<file path="config.mk">
export PLATFORM = sky130hd
export DESIGN_NAME = regfile_scoreboard
export DESIGN_NICKNAME = d
export VERILOG_FILES = /design/src/rtl/regfile_scoreboard.sv
export SDC_FILE = /design/constraint.sdc
export NUM_CORES = 1
export LEC_CHECK = 0
export CORE_MARGIN = 5
export CORE_UTILIZATION = 51
export DETAILED_ROUTE_END_ITERATION = 10
export GPL_TIMING_DRIVEN = 0
export PLACE_DENSITY = 0.71
export SYNTH_ARGS = -nofsm -noshare
export SYNTH_HDL_FRONTEND = slang
export SYNTH_SLANG_ARGS = --single-unit
</file>
<file path="constraint.sdc">
create_clock -name clock -period 4.4 [get_ports clock]
set_clock_uncertainty 0.05 [all_clocks]
set_input_delay 0.88 -clock clock [delete_from_list [all_inputs] [get_ports clock]]
set_output_delay 0.88 -clock clock [all_outputs]
set_load 0.01 [all_outputs]
</file>
<file path="src/rtl/regfile_scoreboard.sv">
// Parametrised register bank with per-register flag and pending (scoreboard) bits.
// Optional REGFILE_ZERO_REG_EN makes register 0 a hardwired zero that is never pending.
module regfile_scoreboard #(
  parameter int DATA_W   = 32,
  parameter int NUM_REGS = 8,
  parameter int SEL_W    = 3
) (
  input  logic              clock,
  input  logic              reset,
  input  logic [SEL_W-1:0]  rd_a_sel,
  output logic [DATA_W-1:0] rd_a_data,
  output logic              rd_a_flag,
  output logic              rd_a_busy,
  input  logic [SEL_W-1:0]  rd_b_sel,
  output logic [DATA_W-1:0] rd_b_data,
  output logic              rd_b_flag,
  output logic              rd_b_busy,
  input  logic              wr_en,
  input  logic              wr_flag_en,
  input  logic [SEL_W-1:0]  wr_sel,
  input  logic [DATA_W-1:0] wr_data,
  input  logic              wr_flag,
  input  logic              claim_en,
  input  logic [SEL_W-1:0]  claim_sel,
  output logic              claim_ok,
  output logic              any_busy
);

`ifdef REGFILE_ZERO_REG_EN
  localparam bit ZERO_REG = 1'b1;
`else
  localparam bit ZERO_REG = 1'b0;
`endif

  logic [DATA_W-1:0]   data_reg  [NUM_REGS];
  logic [DATA_W-1:0]   data_next [NUM_REGS];
  logic [NUM_REGS-1:0] flag_reg, flag_next;
  logic [NUM_REGS-1:0] pend_reg, pend_next;
  logic [NUM_REGS-1:0] wr_hit, flag_hit, pend_eff, claim_hit;

  generate
    for (genvar gi = 0; gi < NUM_REGS; gi++) begin : g_reg
      // A hardwired register 0 never matches, so it keeps its reset value forever.
      localparam bit IS_ZERO = ZERO_REG && (gi == 0);

      assign wr_hit[gi]    = wr_en      && (wr_sel == SEL_W'(gi))    && !IS_ZERO;
      assign flag_hit[gi]  = wr_flag_en && (wr_sel == SEL_W'(gi))    && !IS_ZERO;
      assign claim_hit[gi] = claim_ok   && (claim_sel == SEL_W'(gi)) && !IS_ZERO;

      // Any write retires the outstanding reservation before a claim is judged.
      assign pend_eff[gi]  = pend_reg[gi] && !(wr_hit[gi] || flag_hit[gi]);

      assign data_next[gi] = wr_hit[gi]   ? wr_data : data_reg[gi];
      assign flag_next[gi] = flag_hit[gi] ? wr_flag : flag_reg[gi];
      assign pend_next[gi] = pend_eff[gi] || claim_hit[gi];
    end
  endgenerate

  assign claim_ok = claim_en && !reset && !pend_eff[claim_sel];
  assign any_busy = !reset && (|pend_reg);

  // Read ports see the post-write value, giving write-first bypass for free.
  assign rd_a_data = reset ? '0   : data_next[rd_a_sel];
  assign rd_a_flag = reset ? 1'b0 : flag_next[rd_a_sel];
  assign rd_a_busy = reset ? 1'b0 : pend_eff[rd_a_sel];
  assign rd_b_data = reset ? '0   : data_next[rd_b_sel];
  assign rd_b_flag = reset ? 1'b0 : flag_next[rd_b_sel];
  assign rd_b_busy = reset ? 1'b0 : pend_eff[rd_b_sel];

  always_ff @(posedge clock) begin
    if (reset) begin
      for (int i = 0; i < NUM_REGS; i++) begin
        data_reg[i] <= '0;
      end
      flag_reg <= '0;
      pend_reg <= '0;
    end else begin
      data_reg <= data_next;
      flag_reg <= flag_next;
      pend_reg <= pend_next;
    end
  end

endmodule
</file>
### Word level (Yosys, flattened, before mapping)

Index checks and enable logic that the tools add are counted.

* output and inout port bits: 70
* register bits after elaboration: 272

* bitwise operators: 2
* equality and inequality tests: 14
* reduce and logical (&&, ||, !) cells: 64
* muxes and demuxes: 38
* magnitude comparators: 5

Operator list (count)
* 32-bit 2-to-1 mux: 14
* 32-bit binary-select mux with 3-bit select: 2
* 1-bit logical AND: 35
* 3-bit equality test, second input constant: 8
* 1-bit 2-to-1 mux: 17
* 1-bit logical OR: 16
* 1-bit binary-select mux with 3-bit select: 5
* 3-bit by 2-bit equality test with 1-bit output, second input constant: 4
* 3-bit by 4-bit less-than comparator with 1-bit output, second input constant: 3
* 1-bit logical NOT: 10
* 4-bit >= comparator, second input constant: 2
* 3-bit inverter with 4-bit output: 2
* 8-bit OR reduction: 1
* 3-bit by 1-bit equality test with 1-bit output, second input constant: 2
* 3-bit logical NOT: 2

### Longest topological paths before layout

* word-level depth: 11
* depth in mapped cells: 9
* gate-level depth less buffers: 5

### Worst setup path before layout

Ideal clock, no wire load.

* kind: input to output
* start point: in wr_sel[0]
* end point: out rd_b_data[3]
* path buffers: 2
* stages on the path: 7
* setup slack: 0.886 ns
* arrival: 2.584 ns
* required time: 3.470 ns
* cell sequence: buf_6 > or4b_4 > buf_6 > mux2i_1 > mux2_2 > a221o_1 > a31oi_1

* cells in the longest elaborated chain, start to end: 7

Ends and longest elaborated chain
* start, declared: RTL line 20 `input logic [SEL_W-1:0] wr_sel,`
* 3-bit equality test, or another cell as far along: RTL line 46 `assign wr_hit[gi] = wr_en && (wr_sel == SEL_W'(gi)) && !IS_ZERO;`
* 1-bit logical AND: RTL line 46
* 32-bit 2-to-1 mux: RTL line 53 `assign data_next[gi] = wr_hit[gi] ? wr_data : data_reg[gi];`
* 32-bit binary-select mux with 3-bit select *: RTL line 66 `assign rd_b_data = reset ? '0 : data_next[rd_b_sel];`
* 32-bit 2-to-1 mux (implied by the code) * (2 in a row): RTL line 66
* 32-bit 2-to-1 mux *: RTL line 66
* end, declared: RTL line 15 `output logic [DATA_W-1:0] rd_b_data,`

Every way passes the cells marked *; elsewhere a longest branch is shown, timed or not. The select of a mux whose other input is x is not followed.

### Worst setup path after layout

* start point: in rd_a_sel[2]
* end point: out rd_a_data[24]

* cells in the longest elaborated chain, start to end: 5

Ends and longest elaborated chain
* start, declared: RTL line 10 `input logic [SEL_W-1:0] rd_a_sel,`
* 3-bit inverter with 4-bit output (implied by the code): RTL line 63 `assign rd_a_data = reset ? '0 : data_next[rd_a_sel];`
* 32-bit binary-select mux with 3-bit select: RTL line 63
* 32-bit 2-to-1 mux (implied by the code) (2 in a row): RTL line 63
* 32-bit 2-to-1 mux: RTL line 63
* end, declared: RTL line 11 `output logic [DATA_W-1:0] rd_a_data,`

Every way passes these cells. The select of a mux whose other input is x is not followed.

==> results.sh <==
export IMPL_chipHeight_um=188
export IMPL_r2r_worst_path_cells=2
export IMPL_category_of_cells_accounting_for_the_largest_share_of_critical_path_delay="buffers and inverters"
export IMPL_count_of_h_tree_levels_built_during_cts=1
export IMPL_io_buffer_count=98
export IMPL_diodes=0
export IMPL_synth_top_flop_cell="dfxtp_1"
export IMPL_cts_buffer_depth=3
export IMPL_layout_area_seq_sq_um=5450
export IMPL_route_detailed_drc=0
export IMPL_path_cells="clkdlybuf4s50_1, nor2_1, clkbuf_1, o21ai_0, o2111a_1, clkdlybuf4s50_1"
export IMPL_detailedRoute_firstIterationViolations=3325
export IMPL_power_density_nw_per_um2=348
export IMPL_syn_instance_count=2223
export IMPL_synth_area_per_cell_sq_um=7.23
export IMPL_core_sq_um=31300
export IMPL_rr_endpoint="data_reg[251]"
export IMPL_gpl_final_weighted_congestion=1.06
export IMPL_final_setup_tns_ps=-389
export IMPL_avgRoutedWirePerCell_um=30.7
export IMPL_post_place_ws_ps=-1380
export IMPL_hold_depth=2
export IMPL_yosys_area_top_type="dfxtp_1"
export IMPL_ff_latch_count_synth=272
export IMPL_highest_count_cells_in_the_layout_ignoring_fill_and_taps="nand2_1, dfxtp_1, a21oi_1, nor2_1, o22ai_1"
export IMPL_largest_register_ff_count=256
export IMPL_layout_drive_gt1_share_pct=14.0
export IMPL_number_of_clock_sinks=272
export IMPL_final_hold_fails=0
export IMPL_slowest_stage="clkbuf_1"
export IMPL_finish_net_count=2426
export IMPL_layout_min_cycle_time_ps=4470
export IMPL_max_freq_mhz=224
export IMPL_library_cells_used_by_synthesis=81
export IMPL_postRouteWirelength_mm=86.0
export IMPL_buffer_and_inverter_count_on_the_worst_path=3
export IMPL_worst_path_most_repeated_cell="clkdlybuf4s50_1"
export IMPL_ff2ff_setup_slack_ps=3490
export IMPL_violated_checks="negative setup slack"
export IMPL_start_kind="primary input"
export IMPL_grt_start_max_net_pins=16
export IMPL_critical_path_max_fanout=10
export IMPL_grt_overflow=0
export IMPL_hold_start="data_reg[73]"
export IMPL_maxSlewViolCount=0
export IMPL_multiInputGateArea_sq_um=9950
export IMPL_synth_async_reset_ratio_pct=0
export IMPL_synthDominantCellAreaShare_pct=33.9
export IMPL_total_power_w=0.00685
export IMPL_synth_yosys_warnings=0
export IMPL_drt_pass1_iterations=7
export IMPL_final_min_period_over_clock_period_pct=102
export IMPL_globalRouteTotalUtil_pct=46.1
export IMPL_worst_path_largest_cell_delay_ps=570
export IMPL_detailedPlacementHpwl_mm=62.4
export IMPL_layoutNonFillerInstCount=2803
export IMPL_first_global_vias=18469
export IMPL_die_width_um=188
export IMPL_final_cell_utilization_of_the_core_pct=62.9
export IMPL_path_clk_slew_ps=70
export IMPL_die_outline_area_sq_um=35200
export IMPL_worst_hold_path_type="flip-flop to flip-flop"
export IMPL_synth_edf_count=0
export IMPL_status="complete, but fails checks"
export IMPL_slew_headroom_pct=28.9
export IMPL_finalSetupViolations=10
export IMPL_floorplan_io_pins=120
export IMPL_ctsRootBufferMaster="clkbuf_16"
export IMPL_setup_slack_of_the_critical_path_after_layout_ps=-70.1
export IMPL_grt_antenna_before_repair=1
export IMPL_max_cap_violations=0
export IMPL_worst_ir_drop_vdd_uv=358
export IMPL_netlist_area_sq_um=16100
export IMPL_crit_reg2reg_launch="data_reg[251]"
export IMPL_yosysSeqAreaShare_pct=33.9
export IMPL_worst_path_required_time_ps=3470
export IMPL_power_leakage_nw=7.48
export IMPL_end_point_of_the_worst_hold_path="data_reg[73]"
export IMPL_crit_path_start="rd_a_sel[2]"
export IMPL_crit_type="primary input to output pin"
export IMPL_initial_core_util_pct=51.4
export IMPL_max_slew_worst_pin_slew_ps=1070
export IMPL_fp_row_count=65
export IMPL_fillCellCount=2891
export IMPL_post_synthesis_net_count=2273
export IMPL_cts_buffers_inserted=31
export IMPL_clkLatencyLatePin_ps=580
export IMPL_post_drt_via_cell_ratio=7.11
export IMPL_grt_first_pass_wirelength_mm=123
export IMPL_end_kind="output pin"
export IMPL_detailroute_via_count=19932
export IMPL_tritoncts="built"
export IMPL_mostFrequentLayoutCell="nand2_1"
export IMPL_synthTopCellsByArea="dfxtp_1, nand2_1, a21oi_1"
export IMPL_antenna_left=0
export IMPL_numPlacedInstances=2723
export IMPL_flow_area_growth_from_synthesis_pct=22.5
export IMPL_worstPathArrival_ps=3540
## Yosys cell counts (26+ instances only)
library cell / count
nor2_1: 184
o21ai_0: 138
a211oi_1: 26
o22ai_1: 156
mux2i_1: 80
clkbuf_1: 156
buf_2: 54
nand2_1: 458
nor3_1: 71
dfxtp_1: 272
a22oi_1: 28
a21oi_1: 266
## cells by family (layout without fill, tap and decap cells)
group | count (synthesis) | in the layout | synth area share, %
simple gates | 835 | 835 | 23.1
mux | 96 | 96 | 6.17
compound gates | 754 | 754 | 29.2
buf+inv | 259 | 437 | 7.19
flops | 272 | 272 | 33.9
xor+xnor | 7 | 7 | 0.521
## through the flow
step	instance area, sq um	hold slack, ps
6_report	19700	418
5_1_grt	19700	439
3_5_place_dp	17600	410
3_3_place_gp	17600	401
2_1_floorplan	16100	393
4_1_cts	19500	418
## where the power goes
group | switching [W] | internal (W)
Clock | 0.00119 | 0.00171
Combinational | 0.000936 | 0.000455
Sequential | 0.0000431 | 0.00252
## layer usage
layer | vias to the layer above | share of wire, % | track usage [%]
li1 | 8302 | - | -
met1 | 9249 | 35 | 57.2
met2 | 1854 | 41 | 67.6
met3 | 527 | 14 | 12.9
met4 | 0 | 10 | 35.5
met5 | - | 0 | 0
## timing repair
item                                    4_1_cts  5_1_grt
endpoints found under the setup margin       69       47
cloned                                        2        0
setup buffers                                25        1
pin swaps                                    28       10
hold buffers                                  0        0
resized for setup                           241       72
## layout make-up
| cell class | instances | share of cell area, % |
|---|---|---|
| Tap cell | 402 | 2.55 |
| Multi-Input combinational cell | 1692 | 50.5 |
| Clock inverter | 18 | 1.24 |
| Inverter | 11 | 0.235 |
| Buffer | 242 | 7.00 |
| Clock buffer | 40 | 4.47 |
| Sequential cell | 272 | 27.7 |
| Timing Repair Buffer | 126 | 6.35 |
## worst min-delay path, stage by stage, from the launching register on
cell	delay, ps
dfxtp_1	310
nand2_1	50
a21oi_1	50
## worst max-delay path by stage
stage / to / slack (ps) / depth (start not counted)
final: rd_a_data[24] / -70 / 6
after detailed placement: rd_a_data[2] / -1380 / 8
after global routing: rd_b_data[2] / -2 / 11
after CTS: rd_b_data[16] / 3 / 10
after floorplan: rd_b_data[3] / 890 / 7
after global placement: rd_a_data[2] / -1400 / 8
Power figures use the tool's default switching activity.
